[config.mk]
export PLATFORM = sky130hd
export DESIGN_NAME = bsg_tagged_delay_responder
export DESIGN_NICKNAME = d
export VERILOG_FILES = /design/src/rtl/bsg_tagged_delay_responder.sv
export SDC_FILE = /design/constraint.sdc
export NUM_CORES = 1
export LEC_CHECK = 0
export BUFFER_PORTS_ARGS = -buffer_cell sky130_fd_sc_hd__buf_2
export CORE_UTILIZATION = 34
export DETAILED_ROUTE_END_ITERATION = 10
export GPL_TIMING_DRIVEN = 0
export PLACE_DENSITY_LB_ADDON = 0.3
export SYNTH_ARGS = -nofsm -noshare
export SYNTH_HDL_FRONTEND = slang
export SYNTH_SLANG_ARGS = --single-unit
[constraint.sdc]
create_clock -name clk -period 7.5 [get_ports clk]
set_input_delay 1.875 -clock clk [delete_from_list [all_inputs] [get_ports clk]]
set_output_delay 1.875 -clock clk [all_outputs]
set_load 0.005 [all_outputs]
[src/rtl/bsg_tagged_delay_responder.sv]
// bsg_tagged_delay_responder
//
// Far end of the reorder-FIFO alloc/write protocol. Tagged requests (id, data)
// arrive in order. Each one is parked in the slot named by its id and held
// for a per-request delay. It is then returned out of order through a
// valid/yumi port. This gives deterministic, reproducible out-of-order
// completion in front of bsg_fifo_reorder_sync.
//
// Ports:
//   clk, reset    clock; synchronous active-high reset
//   v_i, ready_o  request handshake. ready_o depends only on id_i and on the
//                 registered occupancy of that slot.
//   id_i          request slot index
//   data_i        request payload
//   delay_i       extra hold cycles beyond the 1-cycle minimum latency
//   v_o, yumi_i   response handshake. yumi_i is legal only while v_o=1.
//   id_o, data_o  response slot index and the stored payload
//   busy_o        per-slot occupancy bitmap
//
// Output selection is round-robin, starting from the slot after the last
// grant. Once a response has been presented it stays locked on that slot
// until yumi_i, so later eligible slots never preempt it.

module bsg_tagged_delay_responder #(
    parameter int width_p       = 32,
    parameter int els_p         = 16,
    parameter int delay_width_p = 6,
    parameter int lg_els_lp     = (els_p > 1) ? $clog2(els_p) : 1
) (
    input  logic                     clk,
    input  logic                     reset,

    input  logic                     v_i,
    output logic                     ready_o,
    input  logic [lg_els_lp-1:0]     id_i,
    input  logic [width_p-1:0]       data_i,
    input  logic [delay_width_p-1:0] delay_i,

    output logic                     v_o,
    output logic [lg_els_lp-1:0]     id_o,
    output logic [width_p-1:0]       data_o,
    input  logic                     yumi_i,

    output logic [els_p-1:0]         busy_o
);

    typedef enum logic {
        ST_IDLE   = 1'b0,
        ST_LOCKED = 1'b1
    } state_e;

    state_e                   state_reg, state_next;
    logic [lg_els_lp-1:0]     lock_slot_reg, lock_slot_next;
    logic [lg_els_lp-1:0]     rr_reg, rr_next;

    logic                     occupied_reg [els_p];
    logic [delay_width_p-1:0] counter_reg  [els_p];
    logic [width_p-1:0]       data_reg     [els_p];

    logic [els_p-1:0]         occupied_vec;
    logic [els_p-1:0]         eligible;
    logic [els_p-1:0]         accept_dec;
    logic [els_p-1:0]         release_dec;

    logic                     id_in_range;
    logic                     accept;
    logic                     yumi_fire;
    logic                     pick_found;
    logic [lg_els_lp-1:0]     pick_id;
    logic [lg_els_lp-1:0]     grant_id;

    // Slot index + 1, wrapping from els_p-1 back to 0. This also holds when
    // els_p is not a power of two.
    function automatic logic [lg_els_lp-1:0] next_slot(input logic [lg_els_lp-1:0] s);
        next_slot = (s == lg_els_lp'(els_p - 1)) ? '0 : s + 1'b1;
    endfunction

    // ---------------------------------------------------------------------
    // Request side
    // ---------------------------------------------------------------------
    // The range term only matters when els_p is not a power of two. It keeps
    // an out-of-range id from ever being accepted.
    assign id_in_range = (int'(id_i) < els_p);
    assign ready_o     = ~reset & id_in_range & ~occupied_vec[id_i];
    assign accept      = v_i & ready_o;

    // ---------------------------------------------------------------------
    // Per-slot storage, countdown and eligibility
    // ---------------------------------------------------------------------
    for (genvar gi = 0; gi < els_p; gi++) begin : g_slot
        assign occupied_vec[gi] = occupied_reg[gi];
        assign eligible[gi]     = occupied_reg[gi] & (counter_reg[gi] == '0);
        assign accept_dec[gi]   = accept & (id_i == lg_els_lp'(gi));
        assign release_dec[gi]  = yumi_fire & (grant_id == lg_els_lp'(gi));

        // Accept and release never hit the same slot in one cycle, because
        // ready_o is low while the slot is still occupied.
        always_ff @(posedge clk) begin
            if (reset) begin
                occupied_reg[gi] <= 1'b0;
                counter_reg[gi]  <= '0;
            end else if (accept_dec[gi]) begin
                occupied_reg[gi] <= 1'b1;
                counter_reg[gi]  <= delay_i;
            end else begin
                if (release_dec[gi]) begin
                    occupied_reg[gi] <= 1'b0;
                end
                // The counter stops at zero rather than wrapping.
                if (occupied_reg[gi] && (counter_reg[gi] != '0)) begin
                    counter_reg[gi] <= counter_reg[gi] - 1'b1;
                end
            end
        end

        // The payload needs no reset. It is only observable while the slot
        // is occupied.
        always_ff @(posedge clk) begin
            if (accept_dec[gi]) begin
                data_reg[gi] <= data_i;
            end
        end
    end

    // ---------------------------------------------------------------------
    // Round-robin pick: first eligible slot at or after rr_reg, wrapping.
    // The pick is purely combinational from registered state, so a new
    // response can be presented in the cycle right after a yumi.
    // ---------------------------------------------------------------------
    always_comb begin : rr_pick
        logic [lg_els_lp-1:0] idx;
        pick_found = 1'b0;
        pick_id    = '0;
        idx        = rr_reg;
        for (int i = 0; i < els_p; i++) begin
            if (!pick_found && eligible[idx]) begin
                pick_found = 1'b1;
                pick_id    = idx;
            end
            idx = next_slot(idx);
        end
    end

    // ---------------------------------------------------------------------
    // Output lock FSM
    // ---------------------------------------------------------------------
    assign grant_id  = (state_reg == ST_LOCKED) ? lock_slot_reg : pick_id;
    assign v_o       = ~reset & ((state_reg == ST_LOCKED) | pick_found);
    assign id_o      = grant_id;
    assign data_o    = data_reg[grant_id];
    assign yumi_fire = yumi_i & v_o;
    assign busy_o    = reset ? '0 : occupied_vec;

    always_ff @(posedge clk) begin
        if (reset) begin
            state_reg     <= ST_IDLE;
            lock_slot_reg <= '0;
            rr_reg        <= '0;
        end else begin
            state_reg     <= state_next;
            lock_slot_reg <= lock_slot_next;
            rr_reg        <= rr_next;
        end
    end

    always_comb begin
        state_next     = state_reg;
        lock_slot_next = lock_slot_reg;
        rr_next        = rr_reg;

        case (state_reg)
            ST_IDLE: begin
                // A response consumed in the same cycle it first appears
                // never needs the lock.
                if (pick_found && !yumi_fire) begin
                    state_next     = ST_LOCKED;
                    lock_slot_next = pick_id;
                end
            end
            ST_LOCKED: begin
                if (yumi_fire) begin
                    state_next = ST_IDLE;
                end
            end
            default: begin
                state_next = ST_IDLE;
            end
        endcase

        if (yumi_fire) begin
            rr_next = next_slot(grant_id);
        end
    end

    // ---------------------------------------------------------------------
    // Protocol checks (simulation only)
    // ---------------------------------------------------------------------
`ifndef SYNTHESIS
    always_ff @(posedge clk) begin
        if (!reset) begin
            assert (!(yumi_i && !v_o))
                else $error("bsg_tagged_delay_responder: yumi_i asserted while v_o=0");
            assert (!(v_i && !id_in_range))
                else $error("bsg_tagged_delay_responder: id_i out of range with v_i=1");
        end
    end
`endif

endmodule

# Word level (Yosys, flattened, before mapping)
# Memories as Yosys holds them, arrays and structs flattened.
# Cells that the tools add are included.
[totals] register_bits=9 ram_bits=624 in_bits=46 wordCells=708 mem_count=3
[op_classes] n_addsub=32 order_cmp=17 eq_ne=45 mux=390 n_bitwise=120 reduce_logical=98
[mem_list] memory="data_reg" words=16 word_bits=32 rd=1 rd_ports_with_merged_regs=0 write_ports=1 line="58" source="logic [width_p-1:0] data_reg [els_p];"
[mem_list] memory="counter_reg" words=16 word_bits=6 rd=16 rd_ports_with_merged_regs=0 write_ports=16 line="57" source="logic [delay_width_p-1:0] counter_reg [els_p];"
[mem_list] memory="occupied_reg" words=16 word_bits=1 rd=16 rd_ports_with_merged_regs=0 write_ports=16 line="56" source="logic occupied_reg [els_p];"
[op_table] op="$mux 32" n=15
[op_table] op="$reduce_or 32->1" n=15
[op_table] op="$mux 1" n=276
[op_table] op="$mux 4" n=48
[op_table] op="$mux 6" n=32
[op_table] op="$eq 4x4->1 const B" n=31
[op_table] op="$logic_not 6->1" n=16
[op_table] op="$reduce_bool 6->1" n=16
[op_table] op="$sub 6x1->6 const B" n=16
[op_table] op="$lt 4x5->1 const B" n=17
[op_table] op="$bmux 1 s4" n=17
[op_table] op="$or 1x1->1" n=65
[op_table] op="$add 4x1->4 const B" n=16
[op_table] op="$and 1x1->1" n=52
[op_table] op="$eq 4x3->1 const B" n=8
[op_table] op="$logic_and 1x1->1" n=32
[op_table] op="$eq 4x2->1 const B" n=4
[op_table] op="$logic_not 1->1" n=16
[op_table] op="$mux 16" n=1
[op_table] op="$eq 4x1->1 const B" n=2
[op_table] op="$logic_not 4->1" n=2
[op_table] op="$not 1->1" n=3
[op_table] op="$pmux 1 s2" n=1
[op_table] op="$reduce_and 2->1" n=1

# Logic depth before layout (Yosys ltp)
# Gate-level depths: netlist (run 1).
# An unclocked memory read counts as a cell.
[logic_depth] word_depth=60 mapped_depth=24 ltp_nobuf=17

# Worst setup path before layout (run 1)
# No wires, ideal clock.
[synth_timing] path_type="input port to flip-flop" start="input port id_i[0]" end="memory counter_reg[0][0] (enable)" arrival_time_ps=6905 slack_ps=270 cell_stages=10 path_buffers=2 path_cell_list="clkbuf_1 > mux4_2 > mux4_2 > nor2_1 > nand2_1 > or3_1 > clkbuf_1 > nor3_1 > nor2_1 > nand2_1"
[synth_rtl] item="from (decl)" line="35" source="input logic [lg_els_lp-1:0] id_i,"
[synth_rtl] item="to (decl)" line="57"

# Worst setup path after layout (run 1)
[layout_timing] start="register rr_reg[1]" end="output port data_o[1]"
[layout_via] elab_chain_len=50 elab_cells_between_ends=140
[layout_lines] item="from (decl)" line="54" source="logic [lg_els_lp-1:0] rr_reg, rr_next;"
[layout_lines] item="from (signal assigned)" line="162" source="rr_reg <= rr_next;"
[layout_lines] item="parallel branches: the longest is 47 deep, another holds $add 4x1->4"
[layout_lines] item="$mux 4 *" line="136" source="if (!pick_found && eligible[idx]) begin"
[layout_lines] item="$mux 4 *" line="147" source="assign grant_id = (state_reg == ST_LOCKED) ? lock_slot_reg : pick_id;"
[layout_lines] item="$mem_v2 16x32 *"
[layout_lines] item="to (decl)" line="41" source="output logic [width_p-1:0] data_o,"
# Every way passes the cells marked *. The select of a mux whose other input is x is not followed.

==> impl_metrics.prom, run 1 <==
# TYPE chip_impl_metric gauge
chip_impl_info{name="failed_checks",value="negative setup slack"} 1
chip_impl_metric{name="final_max_slew_viol_count",unit=""} 0
chip_impl_metric{name="port_buffers",unit=""} 90
chip_impl_info{name="worst-setup-path-type",value="register to output port"} 1
chip_impl_metric{name="initial_core_util",unit="%"} 34.6
chip_impl_metric{name="cap_violations",unit=""} 0
chip_impl_metric{name="synthesized_nets",unit=""} 2432
chip_impl_info{name="synth_largest_area_cell",value="sky130_fd_sc_hd__edfxtp_1"} 1
chip_impl_metric{name="n_fill_cell",unit=""} 7935
chip_impl_metric{name="cts.clk_slew.worst_paths",unit="ns"} 0.06
chip_impl_metric{name="worst_slack",unit="ns"} -0.708
chip_impl_info{name="startpoint",value="rr_reg[1]"} 1
chip_impl_metric{name="r2r_setup_slack",unit="ns"} 1.47
chip_impl_metric{name="fin_worst_skew",unit="ns"} 0.0258
chip_impl_metric{name="dp_slack",unit="ns"} -2.71
chip_impl_metric{name="cp_data_arrival_time",unit="ns"} 6.33
chip_impl_metric{name="fp.coreArea",unit="sq um"} 88900
chip_impl_metric{name="synth-seq-cells",unit=""} 633
chip_impl_metric{name="tightestPinTransition",unit="ns"} 1.01
chip_impl_metric{name="timing.slew.headroom",unit="%"} 32.6
chip_impl_metric{name="post_detailed_route_wirelength_per_cell",unit="um"} 24.7
chip_impl_metric{name="via_per_inst",unit=""} 5.58
chip_impl_metric{name="yosys.area.top_type_share",unit="%"} 60.9
chip_impl_metric{name="die_w",unit="um"} 303
chip_impl_metric{name="number_of_flip_flops_in_the_largest_register",unit=""} 512
chip_impl_metric{name="cts-buffers-inserted",unit=""} 67
chip_impl_metric{name="critical_path.max_stage_delay",unit="ns"} 0.43
chip_impl_metric{name="postCtsHoldBufs",unit=""} 0
chip_impl_info{name="setup.worst_path.end_class",value="output port"} 1
chip_impl_info{name="cell_mode_on_critical_path",value="sky130_fd_sc_hd__buf_12"} 1
chip_impl_metric{name="detail-route-antenna-nets",unit=""} 0
chip_impl_metric{name="max_freq",unit="MHz"} 122
chip_impl_metric{name="met3_wirelength",unit="um"} 6320
chip_impl_info{name="root_buffer",value="sky130_fd_sc_hd__clkbuf_16"} 1
chip_impl_metric{name="die_area",unit="sq um"} 91700
chip_impl_metric{name="synth.yosys.warnings",unit=""} 0
chip_impl_info{name="worst_r2r_startpoint",value="rr_reg[1]"} 1
chip_impl_info{name="rsz0062_at_grt",value="yes"} 1
chip_impl_metric{name="globalplace.congestion",unit=""} 0.892
chip_impl_metric{name="synth_async_sr_flop_share",unit="%"} 0
chip_impl_metric{name="worst_hold_path.num_cells",unit=""} 2
chip_impl_info{name="crit_slowest_cell",value="sky130_fd_sc_hd__or3_4"} 1
chip_impl_metric{name="drt_iter0_drc",unit=""} 1906
chip_impl_metric{name="worst-path-max-fanout",unit=""} 6
chip_impl_info{name="most_used_standard_cell_by_instance_count_after_synthesis",value="sky130_fd_sc_hd__edfxtp_1"} 1
chip_impl_metric{name="nNetsFinal",unit=""} 2797
chip_impl_metric{name="timing_hold_violations_final",unit=""} 0
chip_impl_metric{name="worst_hold_slack",unit="ns"} 0.502
chip_impl_info{name="netlist_top_cells_count",value="sky130_fd_sc_hd__edfxtp_1 (624), sky130_fd_sc_hd__nand2_1 (239), sky130_fd_sc_hd__mux2i_1 (182)"} 1
chip_impl_metric{name="drtPass1Iterations",unit=""} 7
chip_impl_metric{name="area_growth",unit="%"} 29.2
chip_impl_metric{name="final_area",unit="sq um"} 39700
chip_impl_info{name="yosys-top-cells-area",value="sky130_fd_sc_hd__edfxtp_1 (61%), sky130_fd_sc_hd__mux2i_1 (5.9%), sky130_fd_sc_hd__mux2_2 (3.9%), sky130_fd_sc_hd__nand2_1 (2.9%), sky130_fd_sc_hd__nor3_1 (2.8%)"} 1
chip_impl_metric{name="synth_sequential_area_ratio",unit="%"} 61.5
chip_impl_metric{name="hpwl",unit="um"} 65100
chip_impl_metric{name="globalRouteOverflowTotal",unit=""} 0
chip_impl_metric{name="h-tree-depth",unit=""} 3
chip_impl_metric{name="r2r.worst_path.cells",unit=""} 26
chip_impl_metric{name="layout_min_cycle_time",unit="ns"} 8.21
chip_impl_metric{name="layout-drive-gt1-share",unit="%"} 32.2
chip_impl_metric{name="m1WireLength",unit="um"} 39400
chip_impl_metric{name="ios",unit=""} 100
chip_impl_info{name="run_status",value="finished, violations left"} 1
chip_impl_metric{name="timing.final.crit_share",unit="%"} 109
chip_impl_metric{name="groute.usage.overall",unit="%"} 20.7
chip_impl_metric{name="grt_max_degree",unit=""} 25
chip_impl_info{name="hold_end",value="lock_slot_reg[2]"} 1
chip_impl_metric{name="num_rows",unit=""} 109
chip_impl_metric{name="route.final.wire_length",unit="um"} 97600
chip_impl_metric{name="grt_first_pass_wirelength",unit="um"} 141000
chip_impl_metric{name="detailed_place.area",unit="sq um"} 33300
chip_impl_metric{name="worstSkewPairLatency",unit="ns"} 0.62
chip_impl_info{name="hold_start",value="lock_slot_reg[2]"} 1
chip_impl_info{name="topRoutingLayerUsed",value="met5"} 1
chip_impl_info{name="tightest_hold_check_type",value="register to register"} 1
chip_impl_metric{name="number_of_global_route_vias_before_repair",unit=""} 21700
chip_impl_metric{name="worst_ep_required_time",unit="ns"} 5.62
chip_impl_metric{name="detailroute.wirelength.met2",unit="um"} 49100
chip_impl_metric{name="report.final.setup_viol",unit=""} 32
chip_impl_metric{name="cts_num_sinks",unit=""} 633
chip_impl_metric{name="syn_area_per_cell",unit="sq um"} 13.0
chip_impl_metric{name="synth.cell_area",unit="sq um"} 30800
chip_impl_metric{name="remaining_drc_errors",unit=""} 0
chip_impl_info{name="synth_top_flop_cell",value="sky130_fd_sc_hd__edfxtp_1"} 1
chip_impl_info{name="startpoint_type",value="register"} 1
chip_impl_info{name="cts_tree",value="yes"} 1
chip_impl_info{name="r2r-end",value="occupied_reg[0][3]"} 1
chip_impl_metric{name="synth.lib_cells_used.distinct",unit=""} 89
chip_impl_metric{name="synth_enable_flop_cells",unit=""} 624
chip_impl_metric{name="cts-root-to-sink-buffers",unit=""} 3
chip_impl_metric{name="antenna_found_initial",unit=""} 6
chip_impl_metric{name="post_synth_inst_count",unit=""} 2362
chip_impl_metric{name="dr_total_vias",unit=""} 22000
chip_impl_metric{name="height_of_the_chip",unit="um"} 303
-- cells by family (layout without fill, tap and decap cells) --
kind of cell,after synthesis,after routing,synth area share [%]
AO/OA/AOI/OAI,373,373,8.34
other,0,1,0
buffers and inverters,183,600,3.23
adder cells (fa/ha/maj),24,24,0.976
XOR/XNOR,72,72,2.29
multiplexers,315,315,11.8
flip-flops,633,633,61.5
AND/OR/NAND/NOR,762,762,11.9
-- layout make-up --
type	instances	area, sq um	area share (%)
clock buffers	83	1800	4.53
clock inverters	38	348	0.875
well taps	1165	1460	3.67
inverters	46	200	0.504
repair buffers	308	3050	7.67
diodes	1	2.50	0.00630
plain buffers	125	1320	3.31
flip-flops and latches	633	18900	47.6
multi-input cells	1546	12600	31.8
-- layer usage --
layer / vias up / GRT usage (%)
li1: 9839 / -
met5: - / 0
met1: 11100 / 26.6
met3: 186 / 3.05
met4: 4 / 7.31
met2: 887 / 35.7
-- worst max-delay path, delay by kind of cell (launching register included) --
family / cells / cell delay, ns
AOI/OAI and AO/OA: 8 / 1.85
adders and majority gates: 1 / 0.31
buffers and inverters: 12 / 1.64
DFF: 1 / 0.41
muxes: 1 / 0.18
and+or+nand+nor: 5 / 1.28
-- placed cells by master (no fill, tap or decap), drive strengths merged, types with 22 or more instances in the layout --
| cell | instances |
|---|---|
| a21oi | 34 |
| and3 | 22 |
| buf | 374 |
| clkbuf | 140 |
| clkinv | 25 |
| edfxtp | 624 |
| ha | 24 |
| inv | 46 |
| mux2 | 106 |
| mux2i | 182 |
| mux4 | 27 |
| nand2 | 239 |
| nand3 | 62 |
| nor2 | 117 |
| nor2b | 24 |
| nor3 | 176 |
| nor4 | 40 |
| o2111ai | 40 |
| o21ai | 148 |
| o22a | 33 |
| xnor2 | 53 |
-- repair_timing --
item,4_1_cts,5_1_grt
endpoints found under the setup margin,57,36
setup buffers,111,71
gates resized for setup,384,181
endpoints found under the hold margin,0,0
pin swaps,85,101
gates cloned,11,6
-- per-stage QoR --
stage,cells,TNS [ns],utilization [%]
2_1_floorplan,2362,0,-
6_report,3945,-19.54,44.7
3_5_place_dp,3648,-95.79,37.4
3_3_place_gp,3617,-822.34,36.7
5_1_grt,3944,-24.45,44.7
4_1_cts,3878,-14.53,43.1
-- worst max path at each step --
stage / to / slack [ns] / depth (start not counted)
after detailed placement: data_o[3] / -2.71 / 22
final: data_o[1] / -0.71 / 27
after floorplan: counter_reg[0][0] / 0.27 / 10
after CTS: data_o[31] / -0.53 / 26
after global placement: counter_reg[0][0] / -3.36 / 10
after global routing: data_o[4] / -0.83 / 27
Power of run 1 is left out: the tool's default activity adds up to more than one toggle a clock period on the data nets, which glitch-free logic cannot reach.
==> run 2, diff against run 1 <==
Clock period 7.5 ns to 8.8 ns, I/O delays scaled along.
==> run 2 against run 1 <==
Compared with the run above: worst setup slack improved by 0.80 ns; highest routed layer unchanged; cell area fell by 6.2%; largest cell class unchanged; the flow now finishes without violations; via count fell by 2.5%; wire length fell by 4.7%; first-iteration DRC count rose by 3.8%.
==> impl_metrics.prom, run 2 (synthesis gave the netlist of run 1 again) <==
# TYPE chip_impl_metric gauge
chip_impl_info{name="r2r-end",value="occupied_reg[0][3]"} 1
chip_impl_metric{name="timing_hold_violations_final",unit=""} 0
chip_impl_metric{name="fp.coreArea",unit="sq um"} 88900
chip_impl_metric{name="final_max_slew_viol_count",unit=""} 0
chip_impl_metric{name="ios",unit=""} 100
chip_impl_metric{name="cts-buffers-inserted",unit=""} 67
chip_impl_metric{name="remaining_drc_errors",unit=""} 0
chip_impl_metric{name="worst_slack",unit="ns"} 0.0882
chip_impl_metric{name="r2r.worst_path.cells",unit=""} 22
chip_impl_metric{name="timing.final.crit_share",unit="%"} 99.0
chip_impl_info{name="worst_r2r_startpoint",value="counter_reg[0][0]"} 1
chip_impl_metric{name="layout-drive-gt1-share",unit="%"} 26.3
chip_impl_metric{name="post_detailed_route_wirelength_per_cell",unit="um"} 24.2
chip_impl_metric{name="drt_iter0_drc",unit=""} 1978
chip_impl_metric{name="cts.clk_slew.worst_paths",unit="ns"} 0.06
chip_impl_metric{name="globalplace.congestion",unit=""} 0.892
chip_impl_metric{name="antenna_found_initial",unit=""} 10
chip_impl_metric{name="grt_first_pass_wirelength",unit="um"} 136000
chip_impl_metric{name="number_of_global_route_vias_before_repair",unit=""} 21000
chip_impl_metric{name="nNetsFinal",unit=""} 2693
chip_impl_metric{name="height_of_the_chip",unit="um"} 303
chip_impl_info{name="layout_commonest_cell",value="sky130_fd_sc_hd__edfxtp_1"} 1
chip_impl_metric{name="grt_max_degree",unit=""} 25
chip_impl_info{name="cts_tree",value="yes"} 1
chip_impl_info{name="worst-setup-path-type",value="register to output port"} 1
chip_impl_metric{name="die_area",unit="sq um"} 91700
chip_impl_info{name="top_library_cells_by_usage_in_the_layout_fill_and_taps_aside",value="sky130_fd_sc_hd__edfxtp_1 (624), sky130_fd_sc_hd__nand2_1 (236), sky130_fd_sc_hd__mux2i_1 (176)"} 1
chip_impl_metric{name="area_growth",unit="%"} 21.2
chip_impl_metric{name="initial_core_util",unit="%"} 34.6
chip_impl_metric{name="number_of_flip_flops_in_the_largest_register",unit=""} 512
chip_impl_metric{name="cts-root-to-sink-buffers",unit=""} 3
chip_impl_metric{name="worst_ep_required_time",unit="ns"} 6.60
chip_impl_info{name="setup.worst_path.end_class",value="output port"} 1
chip_impl_metric{name="worst-path-max-fanout",unit=""} 10
chip_impl_info{name="hold_end",value="lock_slot_reg[3]"} 1
chip_impl_metric{name="groute.usage.overall",unit="%"} 20.0
chip_impl_metric{name="postCtsHoldBufs",unit=""} 0
chip_impl_info{name="startpoint_type",value="register"} 1
chip_impl_metric{name="cp_data_arrival_time",unit="ns"} 6.51
chip_impl_metric{name="report.final.setup_viol",unit=""} 0
chip_impl_metric{name="num_rows",unit=""} 109
chip_impl_metric{name="drtPass1Iterations",unit=""} 6
chip_impl_metric{name="h-tree-depth",unit=""} 3
chip_impl_info{name="hold_start",value="lock_slot_reg[3]"} 1
chip_impl_metric{name="via_per_inst",unit=""} 5.59
chip_impl_info{name="run_status",value="finished clean"} 1
chip_impl_metric{name="worstSkewPairLatency",unit="ns"} 0.61
chip_impl_metric{name="route.final.wire_length",unit="um"} 93000
chip_impl_metric{name="hpwl",unit="um"} 65100
chip_impl_metric{name="port_buffers",unit=""} 90
chip_impl_metric{name="dp_slack",unit="ns"} -1.73
chip_impl_metric{name="detail-route-antenna-nets",unit=""} 0
chip_impl_info{name="root_buffer",value="sky130_fd_sc_hd__clkbuf_16"} 1
chip_impl_metric{name="worst_hold_path.num_cells",unit=""} 2
chip_impl_metric{name="timing.slew.headroom",unit="%"} 31.8
chip_impl_metric{name="r2r_setup_slack",unit="ns"} 2.45
chip_impl_metric{name="cap_violations",unit=""} 0
chip_impl_metric{name="fin_worst_skew",unit="ns"} 0.0245
chip_impl_info{name="tightest_hold_check_type",value="register to register"} 1
chip_impl_metric{name="max_freq",unit="MHz"} 115
chip_impl_metric{name="setup_tns",unit="ns"} 0
chip_impl_metric{name="globalRouteOverflowTotal",unit=""} 0
chip_impl_metric{name="dr_total_vias",unit=""} 21500
chip_impl_metric{name="layout_min_cycle_time",unit="ns"} 8.71
chip_impl_metric{name="tightestPinTransition",unit="ns"} 1.02
chip_impl_metric{name="die_w",unit="um"} 303
chip_impl_metric{name="cts_num_sinks",unit=""} 633
run 2: cell types whose count changed in the layout (fill, tap and decap cells not counted), moves of 6 or more:
cell,previous run,this run
sky130_fd_sc_hd__and3_4,10,3
sky130_fd_sc_hd__buf_12,57,25
sky130_fd_sc_hd__buf_16,13,5
sky130_fd_sc_hd__buf_2,96,111
sky130_fd_sc_hd__buf_4,145,89
sky130_fd_sc_hd__buf_6,43,30
sky130_fd_sc_hd__clkbuf_16,80,71
sky130_fd_sc_hd__clkbuf_2,7,14
sky130_fd_sc_hd__mux2i_1,164,176
sky130_fd_sc_hd__mux2i_2,13,3
sky130_fd_sc_hd__nand2_1,230,236
sky130_fd_sc_hd__nor3_1,138,159
sky130_fd_sc_hd__nor3_2,27,9
sky130_fd_sc_hd__nor3b_4,7,0
run 2: area by class of cell:
class / instances / area, sq um
clock inverter: 38 / 348
buffer: 132 / 1080
antenna: 1 / 2.50
timing repair buffer: 197 / 1580
clock buffer: 83 / 1800
fill: 8180 / 51600
tap: 1165 / 1460
sequential: 633 / 18900
multi-input combinational: 1546 / 11900
inverter: 46 / 186
run 2: worst max-delay path by stage:
stage | start | to | slack [ns] | cells after the start
finish | counter_reg[1][12] | data_o[3] | 0.09 | 23
floorplan | id_i[0] | counter_reg[0][0] | 1.25 | 10
CTS | counter_reg[0][30] | data_o[4] | 0.003 | 22
global placement | id_i[0] | counter_reg[0][0] | -2.38 | 10
detailed placement | rr_reg[0] | data_o[3] | -1.73 | 22
global route | counter_reg[0][0] | data_o[3] | -0.02 | 23
run 2: repair_timing:
action	4_1_cts	5_1_grt
setup endpoints to repair	36	32
buffers inserted	28	47
gates resized for setup	164	143
pin swaps	27	41
gates cloned	0	1
run 2: stage by stage:
step                cells  cell area, sq um  utilization [%]  hold slack [ns]
floorplan            2362             30800                -            0.456
global placement     3617             32700             36.7            0.469
detailed placement   3648             33300             37.4            0.485
CTS                  3795             36300             40.8            0.500
global route         3840             37300             41.9            0.524
finish               3841             37300             41.9            0.500
run 2: critical path, stage by stage (launching register included):
cell and delay [ns]:
sky130_fd_sc_hd__edfxtp_1 0.41, sky130_fd_sc_hd__inv_1 0.09, sky130_fd_sc_hd__ha_1 0.18, sky130_fd_sc_hd__nor3b_2 0.38, sky130_fd_sc_hd__nand3_1 0.25, sky130_fd_sc_hd__mux4_2 0.58
sky130_fd_sc_hd__mux2_2 0.36, sky130_fd_sc_hd__o211a_4 0.29, sky130_fd_sc_hd__o2111ai_2 0.11, sky130_fd_sc_hd__buf_4 0.16, sky130_fd_sc_hd__buf_4 0.13, sky130_fd_sc_hd__o21ba_2 0.16
sky130_fd_sc_hd__a311oi_2 0.42, sky130_fd_sc_hd__o311ai_4 0.19, sky130_fd_sc_hd__o211ai_1 0.39, sky130_fd_sc_hd__a41oi_4 0.26, sky130_fd_sc_hd__buf_12 0.22, sky130_fd_sc_hd__clkbuf_16 0.17
sky130_fd_sc_hd__buf_8 0.16, sky130_fd_sc_hd__mux2i_1 0.17, sky130_fd_sc_hd__nor3_1 0.08, sky130_fd_sc_hd__nor4_2 0.39, sky130_fd_sc_hd__nand2_1 0.19, sky130_fd_sc_hd__buf_2 0.17
run 2: metal layers:
layer / vias up / track usage, % / share of wire (%)
met5: - / 0 / 0.061
met1: 10900 / 25.9 / 41
met2: 787 / 34.3 / 50
li1: 9618 / - / -
met3: 181 / 3.05 / 5.9
met4: 8 / 6.46 / 2.7
Power of run 2 is left out for the same reason.
